**config.mk**
```make
export PLATFORM = sky130hd
export DESIGN_NAME = regfile_wb_sched_flat
export DESIGN_NICKNAME = d
export VERILOG_FILES = /design/src/rtl/regfile_pkg.sv /design/src/rtl/regfile_wb_sched_if.sv /design/src/rtl/wb_scoreboard.sv /design/src/rtl/regfile_wb_sched.sv /design/src/flat_wrapper.sv
export SDC_FILE = /design/constraint.sdc
export NUM_CORES = 1
export LEC_CHECK = 0
export ABC_AREA = 1
export ABC_CLOCK_PERIOD_IN_PS = 1400
export BUFFER_PORTS_ARGS = -buffer_cell sky130_fd_sc_hd__buf_2
export CORE_ASPECT_RATIO = 1.75
export CORE_MARGIN = 5
export CORE_UTILIZATION = 46
export CTS_CLUSTER_DIAMETER = 30
export DETAILED_ROUTE_END_ITERATION = 7
export GPL_TIMING_DRIVEN = 0
export MAX_ROUTING_LAYER = met4
export PLACE_DENSITY = 0.77
export SYNTH_ARGS = -nofsm -noshare
export SYNTH_HDL_FRONTEND = slang
export SYNTH_SLANG_ARGS = --single-unit
```
**constraint.sdc**
```tcl
create_clock -name clk -period 1.4 [get_ports clk]
set_input_delay 0.07 -clock clk [delete_from_list [all_inputs] [get_ports clk]]
set_output_delay 0.07 -clock clk [all_outputs]
set_load 0.02 [all_outputs]
```
**src/rtl/regfile_pkg.sv**
```systemverilog
// Shared types and constants for the register-file write-back scheduler.
// Optional bypass outputs are enabled with the WB_BYPASS_EN macro.
package regfile_pkg;

    localparam int REG_W    = 16;
    localparam int ADDR_W   = 4;
    localparam int NUM_REGS = 16;

    localparam logic [ADDR_W-1:0] PAIR_REG_DEF = 4'd15;
    localparam int STARVE_LIMIT_DEF = 4;

    typedef enum logic [1:0] {
        REQ_MEM,
        REQ_MDU,
        REQ_ALU,
        REQ_NONE
    } req_e;

    typedef enum logic {
        ST_IDLE,
        ST_MDU_HI
    } state_e;

endpackage

```
**src/rtl/regfile_wb_sched_if.sv**
```systemverilog
// Bundle of requester handshakes, decode lookups and write-port outputs.
// Bypass signals exist only when WB_BYPASS_EN is defined.
interface regfile_wb_sched_if;
    import regfile_pkg::*;

    logic              mem_valid;
    logic              mem_ready;
    logic [ADDR_W-1:0] mem_dest;
    logic [REG_W-1:0]  mem_data;

    logic              mdu_valid;
    logic              mdu_ready;
    logic [ADDR_W-1:0] mdu_dest;
    logic [REG_W-1:0]  mdu_lo;
    logic [REG_W-1:0]  mdu_hi;

    logic              alu_valid;
    logic              alu_ready;
    logic [ADDR_W-1:0] alu_dest;
    logic [REG_W-1:0]  alu_data;

    logic              rsv_en;
    logic [ADDR_W-1:0] rsv_dest;
    logic [ADDR_W-1:0] rd_addr_1;
    logic [ADDR_W-1:0] rd_addr_2;
    logic              hazard_1;
    logic              hazard_2;

    logic              rf_wr_en;
    logic [ADDR_W-1:0] rf_wr_dest;
    logic [REG_W-1:0]  rf_wr_data;
    logic              busy;
    logic              sb_err;
`ifdef WB_BYPASS_EN
    logic              byp_hit_1;
    logic              byp_hit_2;
    logic [REG_W-1:0]  byp_data_1;
    logic [REG_W-1:0]  byp_data_2;
`endif

    modport master (
        output mem_valid, mem_dest, mem_data,
        output mdu_valid, mdu_dest, mdu_lo, mdu_hi,
        output alu_valid, alu_dest, alu_data,
        output rsv_en, rsv_dest, rd_addr_1, rd_addr_2,
        input  mem_ready, mdu_ready, alu_ready,
        input  hazard_1, hazard_2,
        input  rf_wr_en, rf_wr_dest, rf_wr_data,
`ifdef WB_BYPASS_EN
        input  byp_hit_1, byp_hit_2, byp_data_1, byp_data_2,
`endif
        input  busy, sb_err
    );

    modport slave (
        input  mem_valid, mem_dest, mem_data,
        input  mdu_valid, mdu_dest, mdu_lo, mdu_hi,
        input  alu_valid, alu_dest, alu_data,
        input  rsv_en, rsv_dest, rd_addr_1, rd_addr_2,
        output mem_ready, mdu_ready, alu_ready,
        output hazard_1, hazard_2,
        output rf_wr_en, rf_wr_dest, rf_wr_data,
`ifdef WB_BYPASS_EN
        output byp_hit_1, byp_hit_2, byp_data_1, byp_data_2,
`endif
        output busy, sb_err
    );

endinterface

```
**src/rtl/wb_scoreboard.sv**
```systemverilog
// Pending-write scoreboard with hazard lookups for both read ports.
// With WB_BYPASS_EN, an in-flight write forwards and masks the hazard.
module wb_scoreboard
    import regfile_pkg::*;
(
    input  logic              clk,
    input  logic              rst,
    input  logic              i_rsv_en,
    input  logic [ADDR_W-1:0] i_rsv_dest,
    input  logic              i_wr_en,
    input  logic [ADDR_W-1:0] i_wr_dest,
`ifdef WB_BYPASS_EN
    input  logic [REG_W-1:0]  i_wr_data,
    output logic              o_byp_hit_1,
    output logic              o_byp_hit_2,
    output logic [REG_W-1:0]  o_byp_data_1,
    output logic [REG_W-1:0]  o_byp_data_2,
`endif
    input  logic [ADDR_W-1:0] i_rd_addr_1,
    input  logic [ADDR_W-1:0] i_rd_addr_2,
    output logic              o_hazard_1,
    output logic              o_hazard_2,
    output logic              o_sb_err
);

    logic [NUM_REGS-1:0] r_pending;
    logic [NUM_REGS-1:0] w_set;
    logic [NUM_REGS-1:0] w_clr;
    logic                w_rsv_ok;
    logic                r_err;
    logic                w_pend_1;
    logic                w_pend_2;

    assign w_rsv_ok = i_rsv_en && (i_rsv_dest != '0);

    // Decode set/clear masks; register 0 is never tracked
    always_comb begin
        w_set = '0;
        w_clr = '0;
        if (w_rsv_ok)
            w_set[i_rsv_dest] = 1'b1;
        if (i_wr_en && (i_wr_dest != '0))
            w_clr[i_wr_dest] = 1'b1;
    end

    // Pending vector and sticky double-reservation error; set beats clear
    always_ff @(posedge clk or posedge rst) begin
        if (rst) begin
            r_pending <= '0;
            r_err     <= 1'b0;
        end else begin
            r_pending <= (r_pending & ~w_clr) | w_set;
            if (w_rsv_ok && r_pending[i_rsv_dest])
                r_err <= 1'b1;
        end
    end

    assign w_pend_1 = r_pending[i_rd_addr_1];
    assign w_pend_2 = r_pending[i_rd_addr_2];
    assign o_sb_err = r_err;

`ifdef WB_BYPASS_EN
    logic w_hit_1;
    logic w_hit_2;

    assign w_hit_1 = i_wr_en && (i_wr_dest == i_rd_addr_1)
                     && (i_rd_addr_1 != '0);
    assign w_hit_2 = i_wr_en && (i_wr_dest == i_rd_addr_2)
                     && (i_rd_addr_2 != '0);

    assign o_byp_hit_1  = w_hit_1;
    assign o_byp_hit_2  = w_hit_2;
    assign o_byp_data_1 = i_wr_data;
    assign o_byp_data_2 = i_wr_data;
    assign o_hazard_1   = w_pend_1 && !w_hit_1;
    assign o_hazard_2   = w_pend_2 && !w_hit_2;
`else
    assign o_hazard_1 = w_pend_1;
    assign o_hazard_2 = w_pend_2;
`endif

endmodule

```
**src/rtl/regfile_wb_sched.sv**
```systemverilog
// Arbitrates memory, MDU and ALU results onto the single RF write port.
// WB_BYPASS_EN adds write-port forwarding outputs to the bus interface.
module regfile_wb_sched
    import regfile_pkg::*;
#(
    parameter logic [ADDR_W-1:0] PAIR_REG     = PAIR_REG_DEF,
    parameter int                STARVE_LIMIT = STARVE_LIMIT_DEF
) (
    input  logic               clk,
    input  logic               rst,
    regfile_wb_sched_if.slave  bus
);

    localparam int SW = $clog2(STARVE_LIMIT + 1);
    localparam logic [SW-1:0] LIM = SW'(STARVE_LIMIT);

    state_e            r_state;
    state_e            w_next;
    req_e              w_grant;
    logic [SW-1:0]     r_starve;
    logic              w_alu_first;
    logic              r_wr_en;
    logic [ADDR_W-1:0] r_wr_dest;
    logic [REG_W-1:0]  r_wr_data;
    logic [REG_W-1:0]  r_hi;

    assign w_alu_first = bus.alu_valid && (r_starve == LIM);

    // State register
    always_ff @(posedge clk or posedge rst) begin
        if (rst)
            r_state <= ST_IDLE;
        else
            r_state <= w_next;
    end

    // Grant selection, ready generation and next state
    always_comb begin
        w_next        = r_state;
        w_grant       = REQ_NONE;
        bus.mem_ready = 1'b0;
        bus.mdu_ready = 1'b0;
        bus.alu_ready = 1'b0;
        unique case (r_state)
            ST_IDLE: begin
                if (w_alu_first)
                    w_grant = REQ_ALU;
                else if (bus.mem_valid)
                    w_grant = REQ_MEM;
                else if (bus.mdu_valid)
                    w_grant = REQ_MDU;
                else if (bus.alu_valid)
                    w_grant = REQ_ALU;
                if (w_grant == REQ_MDU)
                    w_next = ST_MDU_HI;
            end
            ST_MDU_HI: begin
                w_next = ST_IDLE;
            end
        endcase
        bus.mem_ready = (w_grant == REQ_MEM);
        bus.mdu_ready = (w_grant == REQ_MDU);
        bus.alu_ready = (w_grant == REQ_ALU);
    end

    // ALU starvation counter, saturating, cleared on ALU accept
    always_ff @(posedge clk or posedge rst) begin
        if (rst)
            r_starve <= '0;
        else if (bus.alu_valid && bus.alu_ready)
            r_starve <= '0;
        else if (bus.alu_valid && (r_starve != LIM))
            r_starve <= r_starve + 1'b1;
    end

    // Registered write port; MDU high half follows in the next cycle
    always_ff @(posedge clk or posedge rst) begin
        if (rst) begin
            r_wr_en   <= 1'b0;
            r_wr_dest <= '0;
            r_wr_data <= '0;
            r_hi      <= '0;
        end else begin
            r_wr_en <= 1'b0;
            unique case (w_grant)
                REQ_MEM: begin
                    r_wr_en   <= (bus.mem_dest != '0);
                    r_wr_dest <= bus.mem_dest;
                    r_wr_data <= bus.mem_data;
                end
                REQ_MDU: begin
                    r_wr_en   <= (bus.mdu_dest != '0);
                    r_wr_dest <= bus.mdu_dest;
                    r_wr_data <= bus.mdu_lo;
                    r_hi      <= bus.mdu_hi;
                end
                REQ_ALU: begin
                    r_wr_en   <= (bus.alu_dest != '0);
                    r_wr_dest <= bus.alu_dest;
                    r_wr_data <= bus.alu_data;
                end
                REQ_NONE: begin
                    if (r_state == ST_MDU_HI) begin
                        r_wr_en   <= 1'b1;
                        r_wr_dest <= PAIR_REG;
                        r_wr_data <= r_hi;
                    end
                end
            endcase
        end
    end

    assign bus.rf_wr_en   = r_wr_en;
    assign bus.rf_wr_dest = r_wr_dest;
    assign bus.rf_wr_data = r_wr_data;
    assign bus.busy       = (r_state != ST_IDLE) | r_wr_en;

    wb_scoreboard u_sb (
        .clk          (clk),
        .rst          (rst),
        .i_rsv_en     (bus.rsv_en),
        .i_rsv_dest   (bus.rsv_dest),
        .i_wr_en      (r_wr_en),
        .i_wr_dest    (r_wr_dest),
`ifdef WB_BYPASS_EN
        .i_wr_data    (r_wr_data),
        .o_byp_hit_1  (bus.byp_hit_1),
        .o_byp_hit_2  (bus.byp_hit_2),
        .o_byp_data_1 (bus.byp_data_1),
        .o_byp_data_2 (bus.byp_data_2),
`endif
        .i_rd_addr_1  (bus.rd_addr_1),
        .i_rd_addr_2  (bus.rd_addr_2),
        .o_hazard_1   (bus.hazard_1),
        .o_hazard_2   (bus.hazard_2),
        .o_sb_err     (bus.sb_err)
    );

endmodule
```
**src/flat_wrapper.sv**
```systemverilog
// flat-port wrapper written by rule: the top's interface ports become plain ports
module regfile_wb_sched_flat import regfile_pkg::*;
#(
    parameter logic [ADDR_W-1:0] PAIR_REG     = PAIR_REG_DEF,
    parameter int                STARVE_LIMIT = STARVE_LIMIT_DEF
)
  (clk, rst, bus_mem_valid, bus_mem_dest, bus_mem_data, bus_mdu_valid, bus_mdu_dest, bus_mdu_lo, bus_mdu_hi, bus_alu_valid, bus_alu_dest, bus_alu_data, bus_rsv_en, bus_rsv_dest, bus_rd_addr_1, bus_rd_addr_2, bus_mem_ready, bus_mdu_ready, bus_alu_ready, bus_hazard_1, bus_hazard_2, bus_rf_wr_en, bus_rf_wr_dest, bus_rf_wr_data, bus_busy, bus_sb_err);
  regfile_wb_sched_if bus_i ();
  input  logic clk;
  input  logic rst;
  input wire logic [$bits(bus_i.mem_valid)-1:0] bus_mem_valid;
  input wire logic [$bits(bus_i.mem_dest)-1:0] bus_mem_dest;
  input wire logic [$bits(bus_i.mem_data)-1:0] bus_mem_data;
  input wire logic [$bits(bus_i.mdu_valid)-1:0] bus_mdu_valid;
  input wire logic [$bits(bus_i.mdu_dest)-1:0] bus_mdu_dest;
  input wire logic [$bits(bus_i.mdu_lo)-1:0] bus_mdu_lo;
  input wire logic [$bits(bus_i.mdu_hi)-1:0] bus_mdu_hi;
  input wire logic [$bits(bus_i.alu_valid)-1:0] bus_alu_valid;
  input wire logic [$bits(bus_i.alu_dest)-1:0] bus_alu_dest;
  input wire logic [$bits(bus_i.alu_data)-1:0] bus_alu_data;
  input wire logic [$bits(bus_i.rsv_en)-1:0] bus_rsv_en;
  input wire logic [$bits(bus_i.rsv_dest)-1:0] bus_rsv_dest;
  input wire logic [$bits(bus_i.rd_addr_1)-1:0] bus_rd_addr_1;
  input wire logic [$bits(bus_i.rd_addr_2)-1:0] bus_rd_addr_2;
  output wire logic [$bits(bus_i.mem_ready)-1:0] bus_mem_ready;
  output wire logic [$bits(bus_i.mdu_ready)-1:0] bus_mdu_ready;
  output wire logic [$bits(bus_i.alu_ready)-1:0] bus_alu_ready;
  output wire logic [$bits(bus_i.hazard_1)-1:0] bus_hazard_1;
  output wire logic [$bits(bus_i.hazard_2)-1:0] bus_hazard_2;
  output wire logic [$bits(bus_i.rf_wr_en)-1:0] bus_rf_wr_en;
  output wire logic [$bits(bus_i.rf_wr_dest)-1:0] bus_rf_wr_dest;
  output wire logic [$bits(bus_i.rf_wr_data)-1:0] bus_rf_wr_data;
  output wire logic [$bits(bus_i.busy)-1:0] bus_busy;
  output wire logic [$bits(bus_i.sb_err)-1:0] bus_sb_err;
  assign bus_i.mem_valid = bus_mem_valid;
  assign bus_i.mem_dest = bus_mem_dest;
  assign bus_i.mem_data = bus_mem_data;
  assign bus_i.mdu_valid = bus_mdu_valid;
  assign bus_i.mdu_dest = bus_mdu_dest;
  assign bus_i.mdu_lo = bus_mdu_lo;
  assign bus_i.mdu_hi = bus_mdu_hi;
  assign bus_i.alu_valid = bus_alu_valid;
  assign bus_i.alu_dest = bus_alu_dest;
  assign bus_i.alu_data = bus_alu_data;
  assign bus_i.rsv_en = bus_rsv_en;
  assign bus_i.rsv_dest = bus_rsv_dest;
  assign bus_i.rd_addr_1 = bus_rd_addr_1;
  assign bus_i.rd_addr_2 = bus_rd_addr_2;
  assign bus_mem_ready = bus_i.mem_ready;
  assign bus_mdu_ready = bus_i.mdu_ready;
  assign bus_alu_ready = bus_i.alu_ready;
  assign bus_hazard_1 = bus_i.hazard_1;
  assign bus_hazard_2 = bus_i.hazard_2;
  assign bus_rf_wr_en = bus_i.rf_wr_en;
  assign bus_rf_wr_dest = bus_i.rf_wr_dest;
  assign bus_rf_wr_data = bus_i.rf_wr_data;
  assign bus_busy = bus_i.busy;
  assign bus_sb_err = bus_i.sb_err;
  regfile_wb_sched #(.PAIR_REG(PAIR_REG), .STARVE_LIMIT(STARVE_LIMIT)) u_core (.clk(clk), .rst(rst), .bus(bus_i));
endmodule
```
==> results by group <==
Logic synthesis
  – Post-Syn Nets: approximately 620
  – Top-count cell post-synth: nand2_1
  – Main synth FF type: dfrtp_1
  – Synth Cell Area: 3690 µm²
  – Post-synth EDFFs: 0
  – Register area share after synthesis: 39.3%
  – Yosys top cell by area: dfrtp_1
  – Post-synthesis async set-or-reset flop share: 100%
  – Largest cells by area after synthesis: dfrtp_1 39%, nand2_1 19%, nand3_1 6.8%, o21ai_0 6.6%, nor2_2 3.4%
  – Post-synth cell types: 30
  – Post-synth top area share: ~39%
  – Yosys warns: 0
  – Seq cells post-synth: 58
  – Avg Cell Area, Syn: approximately 7.0 µm²
  – Synth cell count leaders: 187 x nand2_1, 58 x dfrtp_1, 50 x nand3_1
  – Cell count after synthesis: around 530

STA
  – RSZ-0062 raised after global routing: yes
  – Least-Margin Pin Slew: between 0.4 and 0.5 ns
  – Fin Clk Skew: 0.00637 ns
  – Final setup margin: -0.385 ns
  – Tmin final: ~1.8 ns
  – Fmax: 560 MHz
  – Hold Slack: 0.0518 ns
  – Final number of max-transition violations: 0
  – Final hold viol count: 0
  – Period utilization: 128%
  – Rel. slew slack: 72.7%
  – Setup violations, final: 46

Floorplan
  – FP Rows: 43
  – Die span in y: approximately 130 µm
  – IO Pins: 122
  – Initial core utilization: a little under half
  – Die width: 77.8 µm
  – Core area: around 8000 µm²
  – Die area: 10000 µm²

Pwr
  – Pwr/cell area: 1540 nW/µm²
  – Register share of total power: 32.0%
  – Switching Share: roughly two fifths
  – Internal: approximately 5.3 mW
  – Total power: around 8.7 mW
  – Switching power: ~3.4 mW
  – Combinational power share: 43.0%
  – Maximum VDD drop: roughly 1.3 mV
  – P_leak: between 2 and 3 nW
  – Clock power frac: between 20 and 30%

Clocking
  – Worst skew pair latency: 0.34 ns
  – Num CTS Buffers: 9
  – CTS tree: yes
  – Clock Pin Slew Worst Setup and Hold Paths: around 0.050 ns
  – Root buffer cell: clkbuf_16
  – Clock Sink Count: 58
  – Clock Path Buffers: 2
  – Htree depth: 3

Setup path
  – CP startpoint kind: flip-flop
  – Crit path DAT: roughly 2.0 ns
  – Critical path required time: about 1.6 ns
  – Setup crit end kind: flip-flop
  – WS Path Type: flip-flop to flip-flop
  – Worst Path Max Fanout: 10

Layout
  – ANT cells: 0
  – Synth-to-Final Area Change: 53.0%
  – Nets: between 800 and 900
  – Post-route cell area: roughly 5700 µm²
  – Share of layout cells above drive strength 1: between 40% and 50%
  – Fillers: around 560
  – FF/Latch Area: roughly 1500 µm²
  – Area of the multi-input gates: between 2000 and 2500 µm²

Routing
  – DRT Pass-1 Iters: 5
  – Drt first-iter violations: about 360
  – Drt drc: 0
  – Routed Antenna Nets: 0
  – DR WL/cell: between 15 and 20 µm
  – Routed vias: between 4000 and 5000
  – DRT Wirelength: roughly 15000 µm
  – Number of vias per cell: 5.75

GRT
  – First-pass GRT wire length: slightly above 20000 µm
  – Initial antenna violation count: 0
  – Largest net degree at the start of global routing: 59
  – GRT Total Usage: between 20 and 30%
  – Vias in the first global route: approximately 4400
  – GR Overflow Total: 0

Hold path
  – Hold Path Class: primary input to flip-flop

Placed design
  – IO buf count: 116
  – Final RePlAce weighted congestion: slightly above 0.9
  – Post-DP Area: 4420 µm²
  – Place WS: -0.240 ns
  – HPWL Detailed: ~9000 µm

Run status
  – Status: complete, but fails checks
  – Failing checks: negative setup slack

Job
  – Max Cap Violations: 0
==> power by group through the flow <==
stage                     Combinational (mW)  Clock [mW]  Sequential [mW]
after global routing                    4.06        2.26             2.84
after global placement                  2.56           0             2.73
after floorplan                         1.61           0             2.83
final                                   3.74        2.18             2.79
after CTS                               3.32        2.16             2.72
after detailed placement                2.63           0             2.75
==> final timing paths <==
check / cells after the start / start / slack, ns / end
min reg2reg: 2 / u_core.u_sb.o_sb_err$_DFFE_PP0P_ / 0.46 / u_core.u_sb.o_sb_err$_DFFE_PP0P_
max reg2reg: 11 / u_core.r_starve[1]$_DFFE_PP0P_ / -0.39 / u_core.bus.rf_wr_data[12]$_DFFE_PP0P_
min: 3 / bus_alu_dest[1] / 0.05 / u_core.bus.rf_wr_en$_DFF_PP0_
max in group asynchronous: 4 / rst / 0.57 / u_core.r_state$_DFF_PP0_
max: 11 / u_core.r_starve[1]$_DFFE_PP0P_ / -0.39 / u_core.bus.rf_wr_data[12]$_DFFE_PP0P_
min in group asynchronous: 3 / rst / 0.28 / u_core.u_sb.r_pending[12]$_DFF_PP0_
==> state kept, by name, indices dropped and copies added, names as in the netlist <==
signal,cells
u_core.bus.rf_wr_en,1
u_core.r_hi,16
u_core.bus.rf_wr_dest,4
u_core.r_starve,3
u_core.bus.rf_wr_data,16
u_core.u_sb.o_sb_err,1
u_core.u_sb.r_pending,16
u_core.r_state,1
==> per-stage QoR <==
stage	util, %	instances	setup TNS [ns]
finish	71.5	808	-8.42
detailed placement	55.9	734	-6.14
global route	71.5	808	-12.39
global placement	55.9	734	-4.26
CTS	67.9	797	-5.86
floorplan	-	528	-0.904
==> cell families (layout without fill, tap and decap cells) <==
family	count (synthesis)	count (layout)	synth area share (%)
flops	58	58	39.3
xor+xnor	1	1	0.237
buf+inv	68	258	8.74
simple gates	322	322	39.9
fa+ha+maj	2	2	0.677
compound gates	77	77	11.2
==> area by class of cell <==
| cell class | count | area share [%] |
|---|---|---|
| flip-flops and latches | 58 | 25.7 |
| inverters | 41 | 3.16 |
| clock inverters | 3 | 0.708 |
| clock buffers | 12 | 4.36 |
| well taps | 90 | 1.99 |
| plain buffers | 26 | 4.29 |
| repair buffers | 176 | 21.5 |
| multi-input cells | 402 | 38.3 |
==> worst max-delay path: stages, from the launching register on <==
cell and delay [ns]:
dfrtp_1 0.39, inv_2 0.08, ha_4 0.15, nand3_4 0.10, nand3_4 0.15, inv_6 0.07, buf_4 0.16, buf_12 0.15
o21ai_0 0.11, nand3_1 0.14, nand2_1 0.11, nand2_1 0.06
==> timing repair <==
action                                  4_1_cts  5_1_grt
pin swaps                                    31       30
gates resized for setup                      74       60
hold buffers                                 17        1
hold endpoints to repair                     17       16
buffers inserted                             28        9
cloned                                        3        1
endpoints found under the setup margin       47       47
==> layout by cell type (no fill, tap or decap), drive strengths merged <==
cell type	count
nor3	3
bufinv	1
buf	176
clkinvlp	2
o21ai	57
ha	2
nand4	17
o211ai	8
clkinv	2
a21oi	8
dlygate4sd3	18
nand2	193
nand3	54
clkbuf	20
or3	1
dfrtp	58
a21boi	1
o22ai	2
nand3b	2
nor2	52
xnor2	1
o31ai	1
inv	39
==> per-layer routing <==
layer  share of wire, %  GRT usage (%)  vias to the layer above
met5                  0              -                        -
met4                6.6           17.6                        0
met3                7.1           5.74                       82
met2                 54           48.9                      289
met1                 32           25.6                     2176
li1                   -              -                     2096
(Power assumes the default switching activity.)
